`config.mk`:
```
export PLATFORM = sky130hd
export DESIGN_NAME = count_enable_ctrl_flat
export DESIGN_NICKNAME = d
export VERILOG_FILES = /design/src/rtl/count_enable_ctrl_if.sv /design/src/rtl/count_enable_ctrl.sv /design/src/flat_wrapper.sv
export SDC_FILE = /design/constraint.sdc
export NUM_CORES = 1
export LEC_CHECK = 0
export CAP_MARGIN = 40
export CELL_PAD_IN_SITES_DETAIL_PLACEMENT = 1
export CELL_PAD_IN_SITES_GLOBAL_PLACEMENT = 2
export CORE_MARGIN = 4
export CORE_UTILIZATION = 40
export CTS_BUF_LIST = sky130_fd_sc_hd__clkbuf_8 sky130_fd_sc_hd__clkbuf_16
export DETAILED_ROUTE_END_ITERATION = 12
export PLACE_DENSITY = 0.78
export SYNTH_ARGS = -nofsm -noshare
export SYNTH_HDL_FRONTEND = slang
export SYNTH_SLANG_ARGS = --single-unit
export TNS_END_PERCENT = 10
```
`constraint.sdc`:
```
create_clock -name i_clk -period 2.8 [get_ports i_clk]
set_clock_uncertainty 0.15 [all_clocks]
set_input_delay 0.42 -clock i_clk [delete_from_list [all_inputs] [get_ports i_clk]]
set_output_delay 0.42 -clock i_clk [all_outputs]
set_load 0.01 [all_outputs]
```
`src/rtl/count_enable_ctrl_if.sv`:
```
// Button/strobe bundle between the run/stop control stage and its driver/observer.
// The slave modport is the control stage; the master side drives the button.
interface count_enable_ctrl_if;
  logic btn;
  logic e;
  logic running;
  logic btn_pulse;

  modport master (
    output btn,
    input  e,
    input  running,
    input  btn_pulse
  );

  modport slave (
    input  btn,
    output e,
    output running,
    output btn_pulse
  );
endinterface

```
`src/rtl/count_enable_ctrl.sv`:
```
// Run/stop control for count4: synchronises and debounces a pushbutton, toggles run state per press,
// and emits a one-cycle enable strobe every DIV clocks while running. Optional macro: COUNT_ENABLE_AUTOSTOP_EN.
module count_enable_ctrl #(
  parameter int unsigned DIV       = 4,
  parameter int unsigned DIV_W     = 8,
  parameter int unsigned DB_CYCLES = 8,
  parameter int unsigned DB_W      = 8,
  parameter int unsigned MAX_TICKS = 15
) (
  input  logic               i_clk,
  input  logic               i_rst,
  count_enable_ctrl_if.slave bus
);

  typedef enum logic {
    ST_IDLE = 1'b0,
    ST_RUN  = 1'b1
  } run_state_t;

  logic             r_sync1;
  logic             r_sync2;
  logic             r_stable;
  logic [DB_W-1:0]  r_dcnt;
  logic [DIV_W-1:0] r_pcnt;
  logic             r_btn_pulse;
  run_state_t       r_state;
  run_state_t       w_state_next;

  logic w_settle;
  logic w_press;
  logic w_running;
  logic w_e;
  logic w_autostop;

  assign w_settle  = (r_sync2 != r_stable) && (r_dcnt == DB_W'(DB_CYCLES - 1));
  assign w_press   = w_settle && r_sync2;
  assign w_running = (r_state == ST_RUN);
  assign w_e       = w_running && (r_pcnt == DIV_W'(DIV - 1));

  always_ff @(posedge i_clk or posedge i_rst) begin
    if (i_rst) begin
      r_sync1 <= 1'b0;
      r_sync2 <= 1'b0;
    end else begin
      r_sync1 <= bus.btn;
      r_sync2 <= r_sync1;
    end
  end

  // Any sample matching the accepted level restarts the stability count.
  always_ff @(posedge i_clk or posedge i_rst) begin
    if (i_rst) begin
      r_stable <= 1'b0;
      r_dcnt   <= '0;
    end else if (r_sync2 == r_stable) begin
      r_dcnt <= '0;
    end else if (w_settle) begin
      r_stable <= r_sync2;
      r_dcnt   <= '0;
    end else begin
      r_dcnt <= r_dcnt + 1'b1;
    end
  end

  always_ff @(posedge i_clk or posedge i_rst) begin
    if (i_rst) begin
      r_btn_pulse <= 1'b0;
    end else begin
      r_btn_pulse <= w_press;
    end
  end

`ifdef COUNT_ENABLE_AUTOSTOP_EN
  localparam int unsigned TICK_W = (MAX_TICKS < 2) ? 1 : $clog2(MAX_TICKS + 1);

  logic [TICK_W-1:0] r_ticks;

  // The strobe that completes the budget stops the run on the edge that samples it.
  assign w_autostop = w_e && (r_ticks == TICK_W'(MAX_TICKS - 1));

  always_ff @(posedge i_clk or posedge i_rst) begin
    if (i_rst) begin
      r_ticks <= '0;
    end else if ((r_state == ST_IDLE) && (w_state_next == ST_RUN)) begin
      r_ticks <= '0;
    end else if (w_e) begin
      r_ticks <= r_ticks + 1'b1;
    end
  end
`else
  // Without the tick counter MAX_TICKS has no effect.
  assign w_autostop = 1'b0 & (MAX_TICKS == 0);
`endif

  always_ff @(posedge i_clk or posedge i_rst) begin
    if (i_rst) begin
      r_state <= ST_IDLE;
    end else begin
      r_state <= w_state_next;
    end
  end

  always_comb begin
    w_state_next = r_state;
    unique case (r_state)
      ST_IDLE: if (w_press) w_state_next = ST_RUN;
      ST_RUN:  if (w_press || w_autostop) w_state_next = ST_IDLE;
      default: w_state_next = ST_IDLE;
    endcase
  end

  // Prescaler starts from zero on every run entry and is cleared on the stopping edge.
  always_ff @(posedge i_clk or posedge i_rst) begin
    if (i_rst) begin
      r_pcnt <= '0;
    end else if (w_state_next == ST_IDLE) begin
      r_pcnt <= '0;
    end else if (r_state == ST_RUN) begin
      if (r_pcnt == DIV_W'(DIV - 1)) begin
        r_pcnt <= '0;
      end else begin
        r_pcnt <= r_pcnt + 1'b1;
      end
    end else begin
      r_pcnt <= '0;
    end
  end

  assign bus.e         = w_e;
  assign bus.running   = w_running;
  assign bus.btn_pulse = r_btn_pulse;

endmodule

```
`src/flat_wrapper.sv`:
```
// flat-port wrapper written by rule: the top's interface ports become plain ports
module count_enable_ctrl_flat 
#(
  parameter int unsigned DIV       = 4,
  parameter int unsigned DIV_W     = 8,
  parameter int unsigned DB_CYCLES = 8,
  parameter int unsigned DB_W      = 8,
  parameter int unsigned MAX_TICKS = 15
)
  (i_clk, i_rst, bus_btn, bus_e, bus_running, bus_btn_pulse);
  count_enable_ctrl_if bus_i ();
  input  logic i_clk;
  input  logic i_rst;
  input wire logic [$bits(bus_i.btn)-1:0] bus_btn;
  output wire logic [$bits(bus_i.e)-1:0] bus_e;
  output wire logic [$bits(bus_i.running)-1:0] bus_running;
  output wire logic [$bits(bus_i.btn_pulse)-1:0] bus_btn_pulse;
  assign bus_i.btn = bus_btn;
  assign bus_e = bus_i.e;
  assign bus_running = bus_i.running;
  assign bus_btn_pulse = bus_i.btn_pulse;
  count_enable_ctrl #(.DIV(DIV), .DIV_W(DIV_W), .DB_CYCLES(DB_CYCLES), .DB_W(DB_W), .MAX_TICKS(MAX_TICKS)) u_core (.i_clk(i_clk), .i_rst(i_rst), .bus(bus_i));
endmodule
```
==> impl_metrics.toml, run 1 <==
[run_status]
status = "completed"

[floorplanning]
die_area_sq_um = 3330
rows = 17
start_util_pct = 43.5
die_w_um = 57.7
io_pins = 6
chipHeight_um = 57.7
core-area_sq_um = 2280

[timing]
fmax_ghz = 0.430
timing.hold.ws_ns = 0.210
hold_viol = 0
setup_viol = 0
final.setup.worst_slack_ns = 0.476
slew_headroom_pct = 46.7
fin_crit_ns = 2.32
fin_crit_sh_pct = 83.0
worst_pin_slew_ns = 0.799
setup_tns_ns = 0
rsz0062_at_grt = "no"
drv_slew = 0

[global_routing]
grt_max_degree = 22
grt_pass1_wl_um = 3450
grt_use_total_pct = 13.2
gr-total-overflow = 0
grt_pass1_vias = 763
grt_antenna_before_repair = 0

[placed_design]
pre_cts_slack_ns = 0.273
gp_congestion = 0.723
dp.cells = 120
portBuffers = 5
post_dp_cell_area_sq_um = 1080
dp_hpwl_um = 1290

[yosys]
synth-edff-count = 0
syn_inst = 86
synth-seq-cells = 21
synthesis.area_sq_um = 990
synth.distinct_cells = 28
ys_seq_area_share_pct = 53.1
synth-async-reset-ratio_pct = 100
postSynthNetCount = 92
ys.flop_type = "dfrtp_1"
yosys_warnings = 0
syn_area_per_cell_sq_um = 11.5

[finish]
n_fill_cell = 247
utilization_pct = 50.5
drive_above_1_share_pct = 16.3
layout_common_cells = "dfrtp_1 (21), nand3_1 (7), o21ai_0 (6), or3_1 (6)"
final_common_cell = "dfrtp_1"
antenna_cells = 0
stdcell_count = 126
finalNetCount = 105
syn_to_final_growth_pct = 16.2
final_area_sq_um = 1150

[hold_path]
hold_class = "reg -> reg"
min_from = "u_core.r_sync1"

[route]
top_layer = "met4"
drc = 0
drt_first_pass_iters = 4
vias_per_cell = 5.60
wl_met3_um = 64
ant_nets = 0
route.vias.total = 706
wl_per_cell_um = 14.8
drt-initial-drc-count = 11
wl_met1_um = 897
finalWirelength_um = 1860
met2WireLength_um = 864

[power]
ir_worst_vdd_v = 0.000459
finalPower_mw = 0.769
p_leak_nw = 0.508
power_density_nw_per_um2 = 669

[critical_path]
arrival_ns = 1.75
start_kind = "flop"
r2r-start = "u_core.r_dcnt[0]"
worstSetupPathType = "reg -> out"
critPathMaxFanout = 6
cp-end-kind = "output pin"
crit_required_ns = 2.23
setup.worst_path.start = "u_core.r_pcnt[3]"

[clock_tree]
clock-sinks = 21
htreeDepth = 1
hold_buffers = 0
path_clk_slew_ns = 0.08
clk_latency_ns = 0.26
clockRootBuffer = "clkbuf_8"
clock_path_buffers = 2
cts_tree = "yes"
cts_buffers = 3

[run]
drv_cap = 0
[timing repair]
action | CTS | global route
setup buffers | 1 | 1
endpoints found under the hold margin | 0 | 0
setup endpoints to repair | 1 | 1
gates resized for setup | 0 | 2
[state kept, by name (all words and copies together), names as in the netlist]
register              flops
u_core.r_sync1            1
u_core.bus.btn_pulse      1
u_core.r_pcnt             8
u_core.bus.running        1
u_core.r_dcnt             8
u_core.r_sync2            1
u_core.r_stable           1
[critical path, cell delays in order (launching register included)]
cell	delay (ns)
dfrtp_1	0.44
or4b_4	0.57
nor4_4	0.17
and2_1	0.16
dlymetal6s2s_1	0.15
[logic make-up after synthesis]
kind of cell | after synthesis | share of synthesized area [%]
and+or+nand+nor | 36 | 23.1
buffers and inverters | 3 | 1.14
adders and majority gates | 3 | 3.79
xor gates and xnor gates | 8 | 7.84
muxes | 1 | 1.52
AOI/OAI and AO/OA | 14 | 9.48
DFF | 21 | 53.1
[cell usage after synthesis (2+ instances only)]
master    number  area share (%)
dfrtp_1       21              53
nand3_1        7             3.5
o21ai_0        6             3.0
or3_1          6             3.8
nor2_1         5             1.9
xor2_1         5             4.4
a211oi_1       3             2.3
a21oi_1        3             1.5
ha_1           3             3.8
inv_1          3             1.1
nand2_1        3             1.1
nor3_1         3             1.5
nand4_1        2             1.3
xnor2_1        2             1.8
[area by class of cell]
cell class / count / area [sq um] / area share [%]
flip-flops and latches: 21 / 526 / 45.7
inverters: 3 / 11.3 / 0.979
clock inverters: 1 / 5.00 / 0.435
well taps: 28 / 35.0 / 3.05
multi-input cells: 62 / 457 / 39.7
clock buffers: 3 / 41.3 / 3.59
repair buffers: 8 / 75.1 / 6.53
[path summary, 6_finish.rpt]
path / end / slack (ns) / cells past startpoint
hold / removal: u_core.r_sync2 / 0.21 / 0
max in group asynchronous: u_core.r_dcnt[5] / 1.54 / 2
min in group asynchronous: u_core.r_pcnt[1] / 0.46 / 2
hold reg to reg: u_core.r_sync2 / 0.21 / 0
setup reg to reg: u_core.r_dcnt[4] / 0.73 / 4
setup / recovery: bus_e / 0.48 / 4
[layer usage]
metal	vias to the layer above	global-route usage, %
met4	0	4.97
met3	5	2.90
met2	11	20.3
met1	361	18.3
li1	329	-
met5	-	0
[power breakdown]
| part | leakage [nW] | switching [mW] | internal (mW) |
|---|---|---|---|
| sequential | 0.285 | 0.0468 | 0.341 |
| combinational | 0.197 | 0.0933 | 0.0871 |
| clock | 0.0255 | 0.101 | 0.0992 |
| total | 0.508 | 0.241 | 0.528 |
No activity file was read; power rests on OpenSTA's default activity.
==> run 2, diff against run 1 <==
- CORE_UTILIZATION: 40 -> 34
- PLACE_DENSITY: 0.78 -> 0.7
- clock period: 2.8 -> 2.1 ns (I/O delays scaled with it)
==> impl_metrics.toml, run 2 (synthesis gave the netlist of run 1 again) <==
[critical_path]
ff2ff_path_depth = 4
worstSetupPathType = "reg -> out"
critPathMaxFanout = 2
arrival_ns = 1.72
start_kind = "flop"
cp-end-kind = "output pin"
crit_required_ns = 1.63

[global_routing]
grt_pass1_wl_um = 3460
met2_usage_pct = 18.0
grt_use_total_pct = 12.6
grt_use_met3_pct = 2.69
grt_antenna_before_repair = 0
use_met1_pct = 18.4
grt_pass1_vias = 727
grt_max_degree = 22
gr-total-overflow = 0
top_usage_layer = "met1"

[timing]
setup_viol = 1
fmax_ghz = 0.457
fin_crit_sh_pct = 104
slew_headroom_pct = 77.8
fin_crit_ns = 2.19
drv_slew = 0
hold_viol = 0
final.setup.worst_slack_ns = -0.0864
worst_pin_slew_ns = 0.331
rsz0062_at_grt = "yes"

[clock_tree]
hold_buffers = 0
clk_latency_ns = 0.27
htreeDepth = 1
clock_path_buffers = 2
clockRootBuffer = "clkbuf_8"
cts_buffers = 3
clock-sinks = 21
path_clk_slew_ns = 0.09
cts_tree = "yes"

[finish]
top_regs = "u_core.r_dcnt x8, u_core.r_pcnt x8"
final_common_cell = "dfrtp_1"
finalNetCount = 116
antenna_cells = 0
syn_to_final_growth_pct = 24.4
layout_common_cells = "dfrtp_1 (21), buf_4 (14), nand3_1 (7)"
stdcell_count = 140
drive_above_1_share_pct = 26.6
utilization_pct = 44.6

[route]
vias_per_cell = 5.19
drt-initial-drc-count = 10
drc = 0
wl_per_cell_um = 14.6
route.vias.total = 727
drt_first_pass_iters = 4
ant_nets = 0
finalWirelength_um = 2040

[placed_design]
dp.cells = 135
gp_congestion = 0.777
dp_hpwl_um = 1500
portBuffers = 5

[power]
p_leak_nw = 0.545
ir_worst_vdd_v = 0.000538
finalPower_mw = 1.08
power_density_nw_per_um2 = 877

[floorplanning]
chipHeight_um = 62.0
core-area_sq_um = 2760
rows = 19
io_pins = 6
die_w_um = 62.0
start_util_pct = 35.9
die_area_sq_um = 3840

[hold_path]
hold_class = "reg -> reg"
hold_path_depth = 0

[run]
drv_cap = 0

[run_status]
status = "complete, but fails checks"
violations = "setup timing"
[run 2: what timing repair did]
action / 4_1_cts / 5_1_grt
endpoints found under the hold margin: 0 / 0
endpoints found under the setup margin: 1 / 1
gates resized for setup: 4 / 2
cloned: 0 / 0
buffers inserted: 0 / 1
[run 2: through the flow]
stage	cell area (sq um)	TNS, ns	setup slack (ns)	hold slack [ns]
CTS	1230	-0.195	-0.195	0.226
detailed placement	1180	-0.228	-0.228	0.193
global route	1230	-0.168	-0.168	0.237
global placement	1180	-0.197	-0.197	0.191
floorplan	990	0	0.106	0.142
finish	1230	-0.0864	-0.0864	0.226
[run 2: metal layers]
layer / share of wire, % / wire [um] / up-vias
li1: - / - / 355
met1: 51 / 1050 / 362
met2: 45 / 923 / 8
met3: 2.9 / 59 / 2
met4: 0.44 / 9 / 0
met5: 0 / 0 / -
[run 2: power by group]
| part | switching [mW] | total [mW] | internal [mW] |
|---|---|---|---|
| combinational | 0.138 | 0.293 | 0.155 |
| sequential | 0.0568 | 0.512 | 0.455 |
| clock | 0.143 | 0.275 | 0.132 |
| total | 0.337 | 1.08 | 0.743 |
[run 2: worst paths after layout]
kind | start | end | slack, ns
min in group asynchronous | i_rst | u_core.r_dcnt[7] | 0.24
hold / removal | u_core.r_sync1 | u_core.r_sync2 | 0.23
max in group asynchronous | i_rst | u_core.r_pcnt[1] | 1.34
setup / recovery | u_core.r_pcnt[0] | bus_e | -0.09
hold reg to reg | u_core.r_sync1 | u_core.r_sync2 | 0.23
setup reg to reg | u_core.r_dcnt[1] | u_core.r_stable | 0.14
[run 2: cell type report]
cell class | instances | area, sq um
Tap cell | 31 | 38.8
Clock inverter | 1 | 5.00
Multi-Input combinational cell | 62 | 459
Fill cell | 313 | 1530
Timing Repair Buffer | 19 | 150
Clock buffer | 3 | 41.3
Sequential cell | 21 | 526
Inverter | 3 | 11.3
[run 2: critical path, stage by stage (launching register included)]
cell and delay [ns]:
dfrtp_1 0.36, ha_2 0.18, or4b_4 0.47, nor4_4 0.17, and2_1 0.16, buf_2 0.12
